===== src/rtl/muldiv_sequencer_if.sv =====
// EX-stage <-> multiply/divide unit connection: op request, flush, status and HI/LO export.
// The EX stage drives the master side; the sequencer implements the slave side.
interface muldiv_sequencer_if #(
    parameter int WIDTH = 32
);
    logic             start;
    logic [2:0]       op;
    logic [WIDTH-1:0] rs_val;
    logic [WIDTH-1:0] rt_val;
    logic             flush;
    logic             busy;
    logic             done;
    logic [WIDTH-1:0] hi;
    logic [WIDTH-1:0] lo;

    modport master (
        output start, op, rs_val, rt_val, flush,
        input  busy, done, hi, lo
    );

    modport slave (
        input  start, op, rs_val, rt_val, flush,
        output busy, done, hi, lo
    );
endinterface


===== src/rtl/muldiv_sequencer.sv =====
// Iterative radix-2 multiply / restoring divide with HI/LO registers.
// Operands are reduced to magnitudes on entry; signs are reapplied in a single FIX cycle.
module muldiv_sequencer #(
    parameter int WIDTH = 32
) (
    input  logic              clk,
    input  logic              rst_n,
    muldiv_sequencer_if.slave bus
);
    localparam int CNT_W = $clog2(WIDTH);
    localparam logic [CNT_W-1:0] LAST_ITER = CNT_W'(WIDTH - 1);

    localparam logic [2:0] OP_MULT  = 3'b000;
    localparam logic [2:0] OP_MULTU = 3'b001;
    localparam logic [2:0] OP_DIV   = 3'b010;
    localparam logic [2:0] OP_DIVU  = 3'b011;
    localparam logic [2:0] OP_MTHI  = 3'b100;
    localparam logic [2:0] OP_MTLO  = 3'b101;

    typedef enum logic [1:0] {
        IDLE = 2'd0,
        MUL  = 2'd1,
        DIV  = 2'd2,
        FIX  = 2'd3
    } state_e;

    function automatic logic [WIDTH-1:0] cond_neg(input logic [WIDTH-1:0] v, input logic en);
        return en ? ((~v) + WIDTH'(1)) : v;
    endfunction

    function automatic logic [2*WIDTH-1:0] cond_neg_wide(input logic [2*WIDTH-1:0] v,
                                                         input logic en);
        return en ? ((~v) + (2*WIDTH)'(1)) : v;
    endfunction

    function automatic logic [WIDTH-1:0] magnitude(input logic [WIDTH-1:0] v,
                                                   input logic is_signed);
        return cond_neg(v, is_signed & v[WIDTH-1]);
    endfunction

    // Control state (reset)
    state_e           state_q, state_d;
    logic [CNT_W-1:0] cnt_q, cnt_d;
    logic [WIDTH-1:0] hi_q, hi_d;
    logic [WIDTH-1:0] lo_q, lo_d;
    logic             busy_q, busy_d;
    logic             done_q, done_d;

    // Datapath state (no reset; only meaningful while busy)
    logic [2*WIDTH-1:0] acc_q, acc_d;
    logic [WIDTH-1:0]   opnd_q, opnd_d;
    logic               neg_res_q, neg_res_d;
    logic               neg_rem_q, neg_rem_d;
    logic               is_div_q, is_div_d;

    logic               signed_op;
    logic [WIDTH:0]     mul_sum;
    logic [2*WIDTH-1:0] mul_step;
    logic [WIDTH:0]     rem_sh;
    logic [WIDTH:0]     trial;
    logic [2*WIDTH-1:0] div_step;
    logic [2*WIDTH-1:0] fix_result;

    always_comb begin
        signed_op = ~bus.op[0];

        // Multiply: acc = {partial product, remaining multiplier bits}
        mul_sum  = {1'b0, acc_q[2*WIDTH-1:WIDTH]} + (acc_q[0] ? {1'b0, opnd_q} : '0);
        mul_step = {mul_sum, acc_q[WIDTH-1:1]};

        // Divide: acc = {partial remainder, dividend bits shifting into quotient}
        rem_sh   = {acc_q[2*WIDTH-1:WIDTH], acc_q[WIDTH-1]};
        trial    = rem_sh - {1'b0, opnd_q};
        div_step = trial[WIDTH] ? {rem_sh[WIDTH-1:0], acc_q[WIDTH-2:0], 1'b0}
                                : {trial[WIDTH-1:0],  acc_q[WIDTH-2:0], 1'b1};

        fix_result = is_div_q
            ? {cond_neg(acc_q[2*WIDTH-1:WIDTH], neg_rem_q), cond_neg(acc_q[WIDTH-1:0], neg_res_q)}
            : cond_neg_wide(acc_q, neg_res_q);
    end

    always_comb begin
        state_d   = state_q;
        cnt_d     = cnt_q;
        hi_d      = hi_q;
        lo_d      = lo_q;
        done_d    = 1'b0;
        acc_d     = acc_q;
        opnd_d    = opnd_q;
        neg_res_d = neg_res_q;
        neg_rem_d = neg_rem_q;
        is_div_d  = is_div_q;

        case (state_q)
            IDLE: begin
                if (bus.start) begin
                    case (bus.op)
                        OP_MTHI: hi_d = bus.rs_val;
                        OP_MTLO: lo_d = bus.rs_val;
                        OP_MULT, OP_MULTU: begin
                            acc_d     = {{WIDTH{1'b0}}, magnitude(bus.rt_val, signed_op)};
                            opnd_d    = magnitude(bus.rs_val, signed_op);
                            neg_res_d = signed_op & (bus.rs_val[WIDTH-1] ^ bus.rt_val[WIDTH-1]);
                            neg_rem_d = 1'b0;
                            is_div_d  = 1'b0;
                            cnt_d     = '0;
                            state_d   = MUL;
                        end
                        OP_DIV, OP_DIVU: begin
                            is_div_d = 1'b1;
                            cnt_d    = '0;
                            if (bus.rt_val == '0) begin
                                // Divide by zero: fixed result, no sign correction in FIX
                                acc_d     = {bus.rs_val, {WIDTH{1'b1}}};
                                neg_res_d = 1'b0;
                                neg_rem_d = 1'b0;
                                state_d   = FIX;
                            end else begin
                                acc_d     = {{WIDTH{1'b0}}, magnitude(bus.rs_val, signed_op)};
                                opnd_d    = magnitude(bus.rt_val, signed_op);
                                neg_res_d = signed_op & (bus.rs_val[WIDTH-1] ^ bus.rt_val[WIDTH-1]);
                                neg_rem_d = signed_op & bus.rs_val[WIDTH-1];
                                state_d   = DIV;
                            end
                        end
                        default: ;
                    endcase
                end
            end
            MUL: begin
                acc_d = mul_step;
                cnt_d = cnt_q + CNT_W'(1);
                if (cnt_q == LAST_ITER) begin
                    cnt_d   = '0;
                    state_d = FIX;
                end
            end
            DIV: begin
                acc_d = div_step;
                cnt_d = cnt_q + CNT_W'(1);
                if (cnt_q == LAST_ITER) begin
                    cnt_d   = '0;
                    state_d = FIX;
                end
            end
            FIX: begin
                {hi_d, lo_d} = fix_result;
                done_d       = 1'b1;
                state_d      = IDLE;
            end
            default: state_d = IDLE;
        endcase

        // Flush overrides everything, including an MTHI/MTLO or FIX write this cycle
        if (bus.flush) begin
            state_d = IDLE;
            cnt_d   = '0;
            hi_d    = hi_q;
            lo_d    = lo_q;
            done_d  = 1'b0;
        end

        busy_d = (state_d != IDLE);
    end

    always_ff @(posedge clk or negedge rst_n) begin
        if (!rst_n) begin
            state_q <= IDLE;
            cnt_q   <= '0;
            hi_q    <= '0;
            lo_q    <= '0;
            busy_q  <= 1'b0;
            done_q  <= 1'b0;
        end else begin
            state_q <= state_d;
            cnt_q   <= cnt_d;
            hi_q    <= hi_d;
            lo_q    <= lo_d;
            busy_q  <= busy_d;
            done_q  <= done_d;
        end
    end

    always_ff @(posedge clk) begin
        acc_q     <= acc_d;
        opnd_q    <= opnd_d;
        neg_res_q <= neg_res_d;
        neg_rem_q <= neg_rem_d;
        is_div_q  <= is_div_d;
    end

    assign bus.busy = busy_q;
    assign bus.done = done_q;
    assign bus.hi   = hi_q;
    assign bus.lo   = lo_q;
endmodule


===== src/flat_wrapper.sv =====
// flat-port wrapper written by rule: the top's interface ports become plain ports
module muldiv_sequencer_flat 
#(
    parameter int WIDTH = 32
)
  (clk, rst_n, bus_start, bus_op, bus_rs_val, bus_rt_val, bus_flush, bus_busy, bus_done, bus_hi, bus_lo);
  muldiv_sequencer_if #(.WIDTH(WIDTH)) bus_i ();
  input  logic clk;
  input  logic rst_n;
  input wire logic [$bits(bus_i.start)-1:0] bus_start;
  input wire logic [$bits(bus_i.op)-1:0] bus_op;
  input wire logic [$bits(bus_i.rs_val)-1:0] bus_rs_val;
  input wire logic [$bits(bus_i.rt_val)-1:0] bus_rt_val;
  input wire logic [$bits(bus_i.flush)-1:0] bus_flush;
  output wire logic [$bits(bus_i.busy)-1:0] bus_busy;
  output wire logic [$bits(bus_i.done)-1:0] bus_done;
  output wire logic [$bits(bus_i.hi)-1:0] bus_hi;
  output wire logic [$bits(bus_i.lo)-1:0] bus_lo;
  assign bus_i.start = bus_start;
  assign bus_i.op = bus_op;
  assign bus_i.rs_val = bus_rs_val;
  assign bus_i.rt_val = bus_rt_val;
  assign bus_i.flush = bus_flush;
  assign bus_busy = bus_i.busy;
  assign bus_done = bus_i.done;
  assign bus_hi = bus_i.hi;
  assign bus_lo = bus_i.lo;
  muldiv_sequencer #(.WIDTH(WIDTH)) u_core (.clk(clk), .rst_n(rst_n), .bus(bus_i));
endmodule

===== config.mk =====
export PLATFORM = sky130hd
export DESIGN_NAME = muldiv_sequencer_flat
export DESIGN_NICKNAME = d
export VERILOG_FILES = /design/src/rtl/muldiv_sequencer_if.sv /design/src/rtl/muldiv_sequencer.sv /design/src/flat_wrapper.sv
export SDC_FILE = /design/constraint.sdc
export NUM_CORES = 1
export LEC_CHECK = 0
export ABC_AREA = 1
export BUFFER_PORTS_ARGS = -buffer_cell sky130_fd_sc_hd__buf_2
export CAP_MARGIN = 20
export CORE_UTILIZATION = 35
export CTS_BUF_LIST = sky130_fd_sc_hd__clkbuf_4
export CTS_CLUSTER_DIAMETER = 50
export CTS_CLUSTER_SIZE = 40
export DETAILED_ROUTE_END_ITERATION = 16
export PLACE_DENSITY = 0.5
export SYNTH_ARGS = -nofsm -noshare
export SYNTH_HDL_FRONTEND = slang
export SYNTH_SLANG_ARGS = --single-unit

===== constraint.sdc =====
create_clock -name clk -period 8.8 [get_ports clk]
set_input_delay 0.44 -clock clk [delete_from_list [all_inputs] [get_ports clk]]
set_output_delay 0.44 -clock clk [all_outputs]
set_load 0.005 [all_outputs]

Word level (Yosys, flattened, before mapping). Cells that the tools add are included.

Multiplexer cells: 38. Add/sub/neg operators: 8. Equality and inequality tests: 16. Bitwise logic cells: 11. Reductions and logical operators: 18.

Operators by type and width (number): two-way mux 32 bit (10); two-way mux 64 bit (5); one-hot mux 32 bit (2 select lines) (3); one-hot mux 64 bit (3 select lines) (1); adder 32 x 1 -> 32 bit, second input constant (4); inverter 32 bit (4); one-hot mux 64 bit (2 select lines) (1); adder 64 x 1 -> 64 bit, second input constant (1); inverter 64 bit (1); adder 32 x 33 -> 33 bit (1); subtractor 33 x 32 -> 33 bit (1); logical NOT 32 bit (1); two-way mux 5 bit (4); AND reduction 4 bit (3); one-hot mux 5 bit (2 select lines) (1); inequality test 3 bit, second input constant (3); AND reduction 3 bit (3); inequality test 2 bit, second input constant (4); equality test 3 x 2 -> 1 bit, second input constant (2); equality test 3 bit, second input constant (2); two-way mux 2 bit (3); one-hot mux 1 bit (2 select lines) (3); one-hot mux 2 bit (3 select lines) (1); nonzero test 2 bit (3); other kinds (15) (26).

Output and inout bits: 66. Logic and storage cells: 102. Register bits after elaboration: 172.

Logic depth before layout (Yosys ltp).
Depth after elaboration: 7. Mapped depth: 21. Depth with buffers taken out: 20.

Worst setup path after synthesis. No wires, ideal clock.

Kind: reg2reg. Start point: register u_core.state_q[0]. End point: register u_core.acc_q[0], enable pin. Arrival: 3.517 ns. Setup slack: 4.797 ns. Path buffers: 0. Period minus slack after synthesis: 4.003 ns. Required time: 8.314 ns. Cell stages (with the launch flop): 6. Cell sequence: dfrtp_1 -> inv_1 -> ha_1 -> inv_1 -> a21oi_1 -> nor2_1.

Longest elaborated chain between the ends: 3. Elaborated cells between the ends (all ways): 7. Those cells by class: eq/ne (4); reduce/logical (3).

Ends and longest elaborated chain: start: declaration (line muldiv_sequencer.sv:42) `state_e state_q, state_d;`; start signal: assignment (line muldiv_sequencer.sv:175) `state_q <= state_d;`; equality test 2 x 1 -> 1 bit, or another cell as far along (line muldiv_sequencer.sv:94) `case (state_q)`; nonzero test 3 bit (no source line), or another cell as far along; AND reduction 3 bit (no source line) (*); end signal: assignment (line muldiv_sequencer.sv:185) `acc_q <= acc_d;`; end: declaration (line muldiv_sequencer.sv:50) `logic [2*WIDTH-1:0] acc_q, acc_d;`.

Every way passes the cells marked *; elsewhere a longest branch is shown, timed or not. A chain may end at the register's enable or synchronous reset.

Worst setup path after layout.
Start point: register u_core.state_q[0]. End point: register u_core.hi_q[31], in the netlist u_core.bus.hi[31].

Longest elaborated chain between the ends: 3. Elaborated cells between the ends (all ways): 7. Those cells by class: eq/ne (3); mux (1); reduce/logical (3).

Ends and longest elaborated chain: logical NOT 2 bit or equality test 2 bit (tied branches) (line muldiv_sequencer.sv:94); inequality test 2 bit (no source line) or nonzero test 2 bit (tied branches); AND reduction 4 bit (no source line); end signal: assignment (line muldiv_sequencer.sv:177) `hi_q <= hi_d;`; end: declaration (line muldiv_sequencer.sv:44) `logic [WIDTH-1:0] hi_q, hi_d;`.

Several ways; a longest one is shown, not always the timed one.

==> summary.md <==
| Metric | Value |
|---|---|
| Yosys top cell area share | `17.5%` |
| Startpoint Class | `flip-flop` |
| RSZ-0062 raised after global routing | `no` |
| CP top delay family | `buffers and inverters` |
| Comb power frac | `66.4%` |
| FF-to-FF End | `u_core.bus.hi[31]$_DFFE_PN0P_` |
| Power Density | `361 nW/um^2` |
| Leakage dissipation | `9.70 nW` |
| Number of global-route vias before repair | `19600` |
| HP Class | `input pin to flip-flop` |
| Clk slew on worst S/H paths | `180 ps` |
| Row count | `82` |
| Synth Cell Area | `18100 sq um` |
| Share of cells above drive strength 1 | `8.80%` |
| Internal power | `2.88 mW` |
| Crit share post-route | `41.7%` |
| Die area | `52700 sq um` |
| Peak supply drop | `225 uV` |
| Final Max Slew Viols | `0` |
| First-pass GRT wire length | `133000 um` |
| Critical Path RT | `9450 ps` |
| Post-CTS Resized | `0` |
| Die height | `229 um` |
| Critical path class | `flip-flop to flip-flop` |
| Sequential cell area | `4800 sq um` |
| Worst EP arrival | `4320 ps` |
| CTS Buffer Depth | `2` |
| Final setup viols | `0` |
| PnR worst setup slack | `5130 ps` |
| Min cycle time layout | `3670 ps` |
| Reg power frac | `26.3%` |
| Leading post-synthesis cells by cell area | `nand2_1, edfxtp_1, dfrtp_1` |
| GRT Overall Usage | `34.9%` |
| Hold Vio Cnt, Final | `0` |
| Setup tns final | `0 ps` |
| Synth Register Bits | `172` |
| Prevailing post-synth register cell | `edfxtp_1` |
| ANT nets after route | `0` |
| PortBufs | `136` |
| Area of the multi-input gates | `11300 sq um` |
| Final hold slack | `74.9 ps` |
| R2R cell count | `10` |
| GP Congestion | `1.02` |
| Largest net degree at the start of global routing | `76` |
| Area leader, netlist | `nand2_1` |
| Clk_lat worst skew | `780 ps` |
| Initial Util | `35.8%` |
| TritonCTS clock tree | `yes` |
| Unique cell type count in the Yosys netlist | `57` |
| Levels on crit path | `10` |
| Hold path depth | `3` |
| Level count of the clock H-tree | `4` |
| Die W | `229 um` |
| Sw power | `4.25 mW` |
| # DRC | `0` |
| CTS Buf Count | `17` |
| Crit-path max FO | `26` |
| Cells after Synth | `2972` |
| Sw frac | `59.6%` |
| CORE AREA | `50600 sq um` |
| Routed length per instance | `24.9 um` |
| Nets | `3204` |
| Hold path endpoint | `u_core.state_q[1]$_DFF_PN0_` |
| Buf/Inv on CP | `3` |
| Drt first pass iters | `6` |
| Pre-CTS setup slack | `5200 ps` |
| Vias/cell | `5.58` |
| Clk sink count | `172` |
| Synth Net Count | `3120` |
| Status | `completed` |
| Cell chain of the critical path | `ha_2 -> inv_1 -> nor2_1 -> nand2_1 -> o21ai_0 -> nand2_1 -> inv_1 -> buf_16 -> nor2_1 -> a21oi_1` |
| Reg-to-reg setup timing slack | `5130 ps` |
| Slowest-stage cell, CP | `nand2_1` |
| Slew @ Worst Pin | `1050 ps` |
| CP startpoint | `u_core.state_q[0]$_DFF_PN0_` |
| Worst path max stage delay | `770 ps` |
| Hold wc startpoint | `bus_op[1]` |
| Post-synth EDFFs | `99` |
| Area Overhead vs Synth | `9.13%` |
| DP Wirelength | `77200 um` |
| Fin area | `19800 sq um` |
| Layout fillers | `5694` |
| Maxcap violations | `0` |
| Initial antenna violation count | `4` |
| GRT overflow | `0` |
| Slew HR | `30.0%` |
| Clk pwr share | `7.3%` |
| Worst r2r src | `u_core.state_q[0]$_DFF_PN0_` |
| CTS root buffer | `clkbuf_4` |
| Detailed-route via count | `20900` |
| Synth warnings | `0` |
| Worst Skew | `50.0 ps` |
| Synthesized area per cell | `6.09 sq um` |
| IO Count | `137` |
| Register area share after synthesis | `26.5%` |
| Post-synth ARST share | `42.4%` |
| Final WL | `93100 um` |
| Cell Area, Placed | `19400 sq um` |
| Max frequency | `273 MHz` |
| Crit end category | `flip-flop` |
| DRT iter0 DRCs | `2353` |
-- metrics by stage --
| step | power, mW | utilization, % | std cells |
|---|---|---|---|
| 2_1_floorplan | 4.74 | - | 2972 |
| 3_3_place_gp | 6.49 | 38.3 | 3703 |
| 3_5_place_dp | 6.51 | 38.4 | 3704 |
| 4_1_cts | 7.04 | 39.0 | 3741 |
| 5_1_grt | 7.64 | 39.1 | 3746 |
| 6_report | 7.13 | 39.1 | 3746 |
-- cell usage after synthesis (2+ instances only) --
cell / count
dfrtp_1: 73
clkinv_1: 3
a21oi_1: 137
o211ai_1: 13
a21oi_2: 15
edfxtp_1: 99
buf_6: 6
fa_1: 2
nor3b_1: 2
or2_2: 12
nor2_2: 10
o21ai_1: 10
xor2_1: 48
and2_1: 5
ha_1: 75
nor2_1: 395
clkbuf_1: 58
a21o_1: 3
a31oi_1: 46
a211oi_1: 2
nand2_2: 16
o21ai_0: 153
o221ai_1: 7
o21a_1: 9
o22ai_1: 35
inv_1: 429
buf_1: 12
nand4_1: 62
buf_2: 18
o31ai_1: 5
nand3b_1: 9
nand2_1: 842
xnor2_1: 19
o21ai_2: 2
o21bai_1: 8
nand3_1: 263
nor4_1: 5
inv_2: 7
nor3_1: 34
nand3_2: 6
-- power groups by stage --
stage / Sequential (mW) / Clock [mW] / Combinational (mW)
4_1_cts: 1.86 / 0.529 / 4.65
5_1_grt: 1.89 / 0.550 / 5.20
3_5_place_dp: 1.88 / 0 / 4.63
3_3_place_gp: 1.87 / 0 / 4.62
2_1_floorplan: 1.59 / 0 / 3.16
6_report: 1.88 / 0.519 / 4.74
-- layout make-up --
cell class	instances	area share, %
sequential	172	24.3
timing repair buffer	160	4.53
antenna	5	0.0633
clock buffer	17	0.646
tap	672	4.25
clock inverter	15	0.867
inverter	440	8.36
multi-input combinational	2265	57.0
-- worst max-delay path by stage --
stage / to / slack, ps
after floorplan: u_core.acc_q[0]$_DFFE_PP_ / 4800
after global placement: u_core.bus.hi[6]$_DFFE_PN0P_ / 5110
after detailed placement: u_core.bus.hi[31]$_DFFE_PN0P_ / 5200
after CTS: u_core.bus.hi[31]$_DFFE_PN0P_ / 5150
after global routing: u_core.bus.hi[31]$_DFFE_PN0P_ / 4810
final: u_core.bus.hi[31]$_DFFE_PN0P_ / 5130
-- registers in the layout, summed over array words and instances, names as in the netlist --
signal,cells
u_core.is_div_q,1
u_core.neg_res_q,1
u_core.neg_rem_q,1
u_core.state_q,2
u_core.bus.done,1
u_core.bus.hi,32
u_core.bus.lo,32
u_core.acc_q,64
u_core.opnd_q,32
u_core.cnt_q,5
u_core.bus.busy,1
-- logic make-up (layout without fill, tap and decap cells) --
family / after synthesis / count (layout) / share of synthesized area (%)
buffers and inverters: 535 / 632 / 11.5
flip-flops: 172 / 172 / 26.5
XOR/XNOR: 67 / 67 / 3.24
adder cells (fa/ha/maj): 77 / 77 / 5.40
multiplexers: 1 / 1 / 0.0553
AND/OR/NAND/NOR: 1670 / 1670 / 39.1
AO/OA/AOI/OAI: 450 / 450 / 14.2
other: 0 / 5 / 0
-- worst min-delay path, delay by kind of cell --
family / cells / cell delay, ps
buffers and inverters: 2 / 270
AO/OA/AOI/OAI: 1 / 120
-- what timing repair did --
action                    in CTS  in global routing
hold endpoints to repair      78                  0
hold buffers                   5                  0
buffers inserted               0                  0
-- layout by cell type, fill, tap and decap left out, drive strengths merged, types with 48 or more instances in the layout --
cell and n:
nand4 64, nor2 406, nand2 859, nand3 270, o21ai 166, inv 444, ha 75, a21oi 152
edfxtp 99, dfrtp 73, xor2 48, buf 155
-- layer usage --
layer / GRT usage [%] / part of all wire [%] / vias up / wire length, um
li1: - / - / 9847 / -
met5: 0 / 0 / - / 0
met2: 53.9 / 44 / 933 / 40700
met1: 47.6 / 44 / 9987 / 41300
met4: 15.4 / 4.5 / 0 / 4190
met3: 5.90 / 7.5 / 153 / 6960
(Power assumes the default switching activity.)
